<file path="config.mk">
export PLATFORM = sky130hd
export DESIGN_NAME = vec_op_sequencer
export DESIGN_NICKNAME = d
export VERILOG_FILES = /design/src/rtl/vec_op_sequencer_pkg.sv /design/src/rtl/vec_op_sequencer_lane_sel.sv /design/src/rtl/vec_op_sequencer.sv
export SDC_FILE = /design/constraint.sdc
export NUM_CORES = 2
export LEC_CHECK = 0
export BUFFER_PORTS_ARGS = -buffer_cell sky130_fd_sc_hd__buf_4
export CAP_MARGIN = 20
export CORE_AREA = 2 2 377 379
export CTS_CLUSTER_DIAMETER = 30
export CTS_CLUSTER_SIZE = 40
export DETAILED_ROUTE_END_ITERATION = 12
export DIE_AREA = 0 0 379 381
export PLACE_DENSITY_LB_ADDON = 0.12
export REMOVE_ABC_BUFFERS = 1
export SLEW_MARGIN = 20
export SYNTH_ARGS = -nofsm -noshare
export SYNTH_HDL_FRONTEND = slang
export SYNTH_SLANG_ARGS = --single-unit
export TNS_END_PERCENT = 20
</file>
<file path="constraint.sdc">
create_clock -name clk -period 72.9 [get_ports clk]
set_input_delay 14.58 -clock clk [delete_from_list [all_inputs] [get_ports clk]]
set_output_delay 14.58 -clock clk [all_outputs]
set_load 0.03 [all_outputs]
</file>
<file path="src/rtl/vec_op_sequencer_pkg.sv">
// rtl/vec_op_sequencer_pkg.sv - shared constants, opcodes and FSM encoding for the vector op sequencer
package vec_op_sequencer_pkg;

  localparam int LANES = 16;
  localparam int WIDTH = 16;
  localparam int VEC_W = LANES * WIDTH;

  // Opcode encodings match the ALU decode
  localparam logic [3:0] OP_VADD = 4'b0000;
  localparam logic [3:0] OP_VDOT = 4'b0001;
  localparam logic [3:0] OP_SMUL = 4'b0010;

  localparam logic FU_ADD = 1'b0;
  localparam logic FU_MUL = 1'b1;

  typedef enum logic [1:0] {
    ST_IDLE,
    ST_ISSUE,
    ST_WAIT,
    ST_FINISH
  } state_t;

  function automatic logic is_legal(input logic [3:0] op);
    return (op == OP_VADD) || (op == OP_VDOT) || (op == OP_SMUL);
  endfunction

endpackage

</file>
<file path="src/rtl/vec_op_sequencer_lane_sel.sv">
// rtl/vec_op_sequencer_lane_sel.sv - combinational lane extract from two operand vectors and single-lane write-back
module vec_lane_sel
  import vec_op_sequencer_pkg::*;
(
  input  logic [VEC_W-1:0] vec_a,
  input  logic [VEC_W-1:0] vec_b,
  input  logic [3:0]       rd_idx,
  output logic [WIDTH-1:0] lane_a,
  output logic [WIDTH-1:0] lane_b,
  input  logic [VEC_W-1:0] wr_vec,
  input  logic [3:0]       wr_idx,
  input  logic [WIDTH-1:0] wr_data,
  output logic [VEC_W-1:0] wr_out
);

  assign lane_a = vec_a[rd_idx*WIDTH +: WIDTH];
  assign lane_b = vec_b[rd_idx*WIDTH +: WIDTH];

  always_comb begin
    wr_out = wr_vec;
    wr_out[wr_idx*WIDTH +: WIDTH] = wr_data;
  end

endmodule

</file>
<file path="src/rtl/vec_op_sequencer.sv">
// rtl/vec_op_sequencer.sv - sequences VADD/VDOT/SMUL over 16 half-float lanes through one shared FU
module vec_op_sequencer
  import vec_op_sequencer_pkg::*;
(
  input  logic             clk,
  input  logic             rst,
  input  logic             start,
  input  logic [3:0]       opcode,
  input  logic [VEC_W-1:0] op_1,
  input  logic [VEC_W-1:0] op_2,
  output logic             busy,
  output logic             done,
  output logic             err,
  output logic [VEC_W-1:0] result,
  output logic             fu_req,
  output logic             fu_op,
  output logic [WIDTH-1:0] fu_a,
  output logic [WIDTH-1:0] fu_b,
  input  logic             fu_ack,
  input  logic [WIDTH-1:0] fu_result
);

  localparam logic [3:0] LAST_LANE = 4'(LANES - 1);

  state_t           state;
  logic [3:0]       op_q;
  logic [3:0]       idx;
  logic [VEC_W-1:0] op1_q;
  logic [VEC_W-1:0] op2_q;
  logic [VEC_W-1:0] work;
  logic [VEC_W-1:0] work_wr;
  logic [WIDTH-1:0] acc;
  logic [WIDTH-1:0] lane_a;
  logic [WIDTH-1:0] lane_b;
  logic             vdot;
  logic             need_add;
  logic             final_ack;

  // Reads look one lane ahead so the next operand set is ready on the ack cycle
  vec_lane_sel u_lane_sel (
    .vec_a   (op1_q),
    .vec_b   (op2_q),
    .rd_idx  (idx + 4'd1),
    .lane_a  (lane_a),
    .lane_b  (lane_b),
    .wr_vec  (work),
    .wr_idx  (idx),
    .wr_data (fu_result),
    .wr_out  (work_wr)
  );

  assign vdot      = (op_q == OP_VDOT);
  assign need_add  = vdot && (fu_op == FU_MUL) && (idx != 4'd0);
  assign final_ack = (idx == LAST_LANE) && !need_add;

  always_ff @(posedge clk or posedge rst) begin
    if (rst) begin
      state  <= ST_IDLE;
      busy   <= 1'b0;
      done   <= 1'b0;
      err    <= 1'b0;
      result <= '0;
      fu_req <= 1'b0;
      fu_op  <= FU_ADD;
      fu_a   <= '0;
      fu_b   <= '0;
      op_q   <= '0;
      idx    <= '0;
      op1_q  <= '0;
      op2_q  <= '0;
      work   <= '0;
      acc    <= '0;
    end else begin
      done <= 1'b0;
      case (state)
        ST_IDLE: begin
          if (start) begin
            op_q  <= opcode;
            op1_q <= op_1;
            op2_q <= op_2;
            idx   <= '0;
            acc   <= '0;
            work  <= '0;
            if (is_legal(opcode)) begin
              busy   <= 1'b1;
              fu_req <= 1'b1;
              fu_op  <= (opcode == OP_VADD) ? FU_ADD : FU_MUL;
              fu_a   <= op_1[WIDTH-1:0];
              fu_b   <= op_2[WIDTH-1:0];
              state  <= ST_ISSUE;
            end else begin
              done   <= 1'b1;
              err    <= 1'b1;
              result <= '0;
              state  <= ST_FINISH;
            end
          end
        end
        ST_ISSUE, ST_WAIT: begin
          if (fu_ack) begin
            if (final_ack) begin
              state  <= ST_FINISH;
              busy   <= 1'b0;
              done   <= 1'b1;
              err    <= 1'b0;
              fu_req <= 1'b0;
              fu_op  <= FU_ADD;
              fu_a   <= '0;
              fu_b   <= '0;
              idx    <= '0;
              result <= vdot ? {{(VEC_W-WIDTH){1'b0}}, fu_result} : work_wr;
            end else begin
              state <= ST_ISSUE;
              if (need_add) begin
                // Product of lane idx folds into the running dot-product sum
                fu_op <= FU_ADD;
                fu_a  <= acc;
                fu_b  <= fu_result;
              end else begin
                idx   <= idx + 4'd1;
                fu_op <= (op_q == OP_VADD) ? FU_ADD : FU_MUL;
                fu_a  <= (op_q == OP_SMUL) ? op1_q[WIDTH-1:0] : lane_a;
                fu_b  <= lane_b;
                if (vdot) acc <= fu_result;
                else      work <= work_wr;
              end
            end
          end else begin
            state <= ST_WAIT;
          end
        end
        ST_FINISH: state <= ST_IDLE;
        default:   state <= ST_IDLE;
      endcase
    end
  end

endmodule

</file>
==> flow_metrics.tcl <==
set metrics [dict create \
    drv_slew 0 \
    critPathSlowestCell "buf_4" \
    route.detailed.wl_per_inst_microns 23.8 \
    cts_tree "built" \
    cts_resized 0 \
    crit_top_cell "buf_4" \
    critPathCapture "result[60]$_DFFE_PP0P_" \
    insertion_delay_ps 880 \
    grt_usage_pct 25.7 \
    cp_max_fo 79 \
    met1_usage_pct 34.1 \
    via_per_inst 5.20 \
    fmaxAchievable_ghz 0.0570 \
    use_met2_pct 39.5 \
    synthArstFlopShare_pct 100 \
    gp_congestion 0.822 \
    grt_pass1_wl_mm 277 \
    start_kind "input pin" \
    setup_viol_count_final 0 \
    core_area_sq_um 141000 \
    cts.hold.buffers_added 0 \
    wl_mm 188 \
    hold_path_class "reg2reg" \
    fin_nets 6301 \
    initial_core_util_pct 34.8 \
    period_needed_ps 17530 \
    synth_area_sq_um 48900 \
    crit_required_ps 73650 \
    cts_buffer_depth 4 \
    drc_errors 0 \
    portBuffers 828 \
    min_period_over_period_pct 24.1 \
    worstMarginPinSlew_ps 1300 \
    whs_ps 466 \
    clockRootBuffer "clkbuf_16" \
    maxSlewHeadroom_pct 13.0 \
    finalSetupTns_ps 0 \
    synth_edf_count 0 \
    clock_sinks 1086 \
    drive_above_1_share_pct 26.6 \
    dieArea_sq_um 144000 \
    r2r_end "fu_a[1]$_DFFE_PP0P_" \
    finalClockSkew_ps 59.5 \
    drtIter0Drc 3207 \
    slowest_delay_ps 710 \
    placed_cell_area_sq_um 56400 \
    finalInstanceArea_sq_um 66500 \
    critPathKind "in2reg" \
    numCtsBuffers 295 \
    clk_pin_slew_ps 40 \
    r2r_cells 10 \
    ant_nets 0 \
    report.final.hold_viol_count 0 \
    rows 138 \
    p_per_area_nw_per_um2 50.7 \
    yosysWarnings 0 \
    path_cells "buf_4 > a211o_1 > nand2_1 > a22o_4 > buf_4 > buf_4 > buf_4 > mux2_2" \
    final_util_pct 47.3 \
    antenna_found_initial 35 \
    grt_pass1_vias 41800 \
    finalPower_w 0.00337 \
    die_x_microns 379 \
    fp.dieH_microns 381 \
    synth_cell_types 78 \
    status "complete, no violations" \
    grt_max_degree 241 \
    vias 41000 \
    h-tree-depth 5 \
    r2r_slack_ps 67250 \
    top_usage_layer "met2" \
    rr_startpoint "idx[0]$_DFFE_PP0P_" \
    ys_ff_latch 1086 \
    critPathCaptureType "register" \
    dp_hpwl_mm 122 \
    avgSynthCellArea_sq_um 9.85 \
    startpoint "opcode[1]" \
    peakVddDrop_mv 0.0587 \
    cts_setup_buffers 0 \
    max_cap_violations 0 \
    gr-usage-met3_pct 7.10 \
    leakage_nw 32.7 \
    globalRouteOverflowTotal 0 \
    first_pass_iters 5 \
    rsz0062_at_grt "no" \
    synthFlopType "dfrtp_1" \
    ys_seq_area_share_pct 55.6 \
    ios 829 \
    cp.arrival_ps 18290 \
    area_growth_pct 35.9 \
    syn_inst 4963 \
]
## final cells by class
cell class	instances	area, sq um
diodes	20	50.0
multi-input cells	3459	20100
clock buffers	409	8580
well taps	1890	2360
inverters	11	48.8
flip-flops and latches	1086	27200
repair buffers	902	6850
fillers	13400	74100
clock inverters	102	1320
## stage by stage
stage	std cells	worst slack (ps)
global placement	7346	54200
floorplan	4556	27750
finish	7879	55370
detailed placement	7346	54220
global route	7878	55040
CTS	7857	55140
## power breakdown
group / internal, W / leakage, nW / switching (W) / total (W)
clock: 0.000910 / 4.87 / 0.000372 / 0.00128
combinational: 0.000389 / 13.5 / 0.000806 / 0.00119
sequential: 0.000782 / 14.3 / 0.000110 / 0.000893
## metal layers
| metal | wire (microns) | vias to the layer above |
|---|---|---|
| met5 | 177 | - |
| met4 | 6610 | 26 |
| met3 | 13700 | 346 |
| met2 | 87400 | 1468 |
| met1 | 80000 | 20500 |
| li1 | - | 18600 |
## sequential cells by signal, summed over array words and instances, names as in the netlist, 2 cells and up
name	flops
state	2
op2_q	256
result	256
work	256
idx	4
acc	16
fu_a	16
op_q	4
op1_q	256
fu_b	16
## cell usage in the layout (no fill, tap or decap), drive strengths merged, types with 20 or more instances in the layout
master | Yosys | final
a21oi | 200 | 200
a22o | 198 | 198
and3 | 23 | 23
buf | 159 | 902
bufinv | 0 | 29
clkbuf | 248 | 409
clkinv | 1 | 54
dfrtp | 1086 | 1086
diode | 0 | 20
mux2 | 66 | 66
mux2i | 142 | 142
mux4 | 106 | 106
nand2 | 1947 | 1947
nand3 | 91 | 91
nand4 | 34 | 34
nor2 | 146 | 146
o21ai | 103 | 103
o2bb2ai | 107 | 107
o31ai | 147 | 147
## critical path, delay by kind of cell
| kind | cells | cell delay (ps) |
|---|---|---|
| simple gates | 1 | 160 |
| compound gates | 2 | 1000 |
| mux | 1 | 410 |
| buf+inv | 4 | 2070 |
## worst min-delay path by stage
stage,from,endpoint,depth (start not counted)
final,op2_q[59]$_DFFE_PP0P_,op2_q[59]$_DFFE_PP0P_,2
after global placement,op1_q[161]$_DFFE_PP0P_,op1_q[161]$_DFFE_PP0P_,2
after CTS,op2_q[99]$_DFFE_PP0P_,op2_q[99]$_DFFE_PP0P_,2
after detailed placement,op2_q[99]$_DFFE_PP0P_,op2_q[99]$_DFFE_PP0P_,2
after global routing,op1_q[45]$_DFFE_PP0P_,op1_q[45]$_DFFE_PP0P_,2
after floorplan,op1_q[128]$_DFFE_PP0P_,op1_q[128]$_DFFE_PP0P_,2
## synth_stat cells, types with 12 or more instances
master	n	area (sq um)
nand3_1	91	455
o2bb2ai_1	107	937
and3_1	22	138
clkbuf_1	246	923
buf_4	20	150
nand4_1	34	213
a22o_1	198	1730
o31ai_1	147	1100
o21ai_1	21	105
a211oi_1	12	90.1
mux2_2	66	743
mux4_2	106	2390
o2111ai_1	16	140
buf_2	121	606
nor2_1	143	537
nand2_1	1947	7310
dfrtp_1	1086	27200
o21ai_0	80	400
mux2i_1	142	1420
a21oi_1	200	1000
## kinds of logic (layout without fill, tap and decap cells)
kind of cell	after synthesis	in the layout	synth area share [%]
fa+ha+maj	10	10	0.256
mux	314	314	9.31
xor+xnor	4	4	0.141
simple gates	2279	2279	18.4
other cells	0	20	0
flops	1086	1086	55.6
buf+inv	418	1424	3.80
compound gates	852	852	12.6
(Power assumes the default switching activity.)
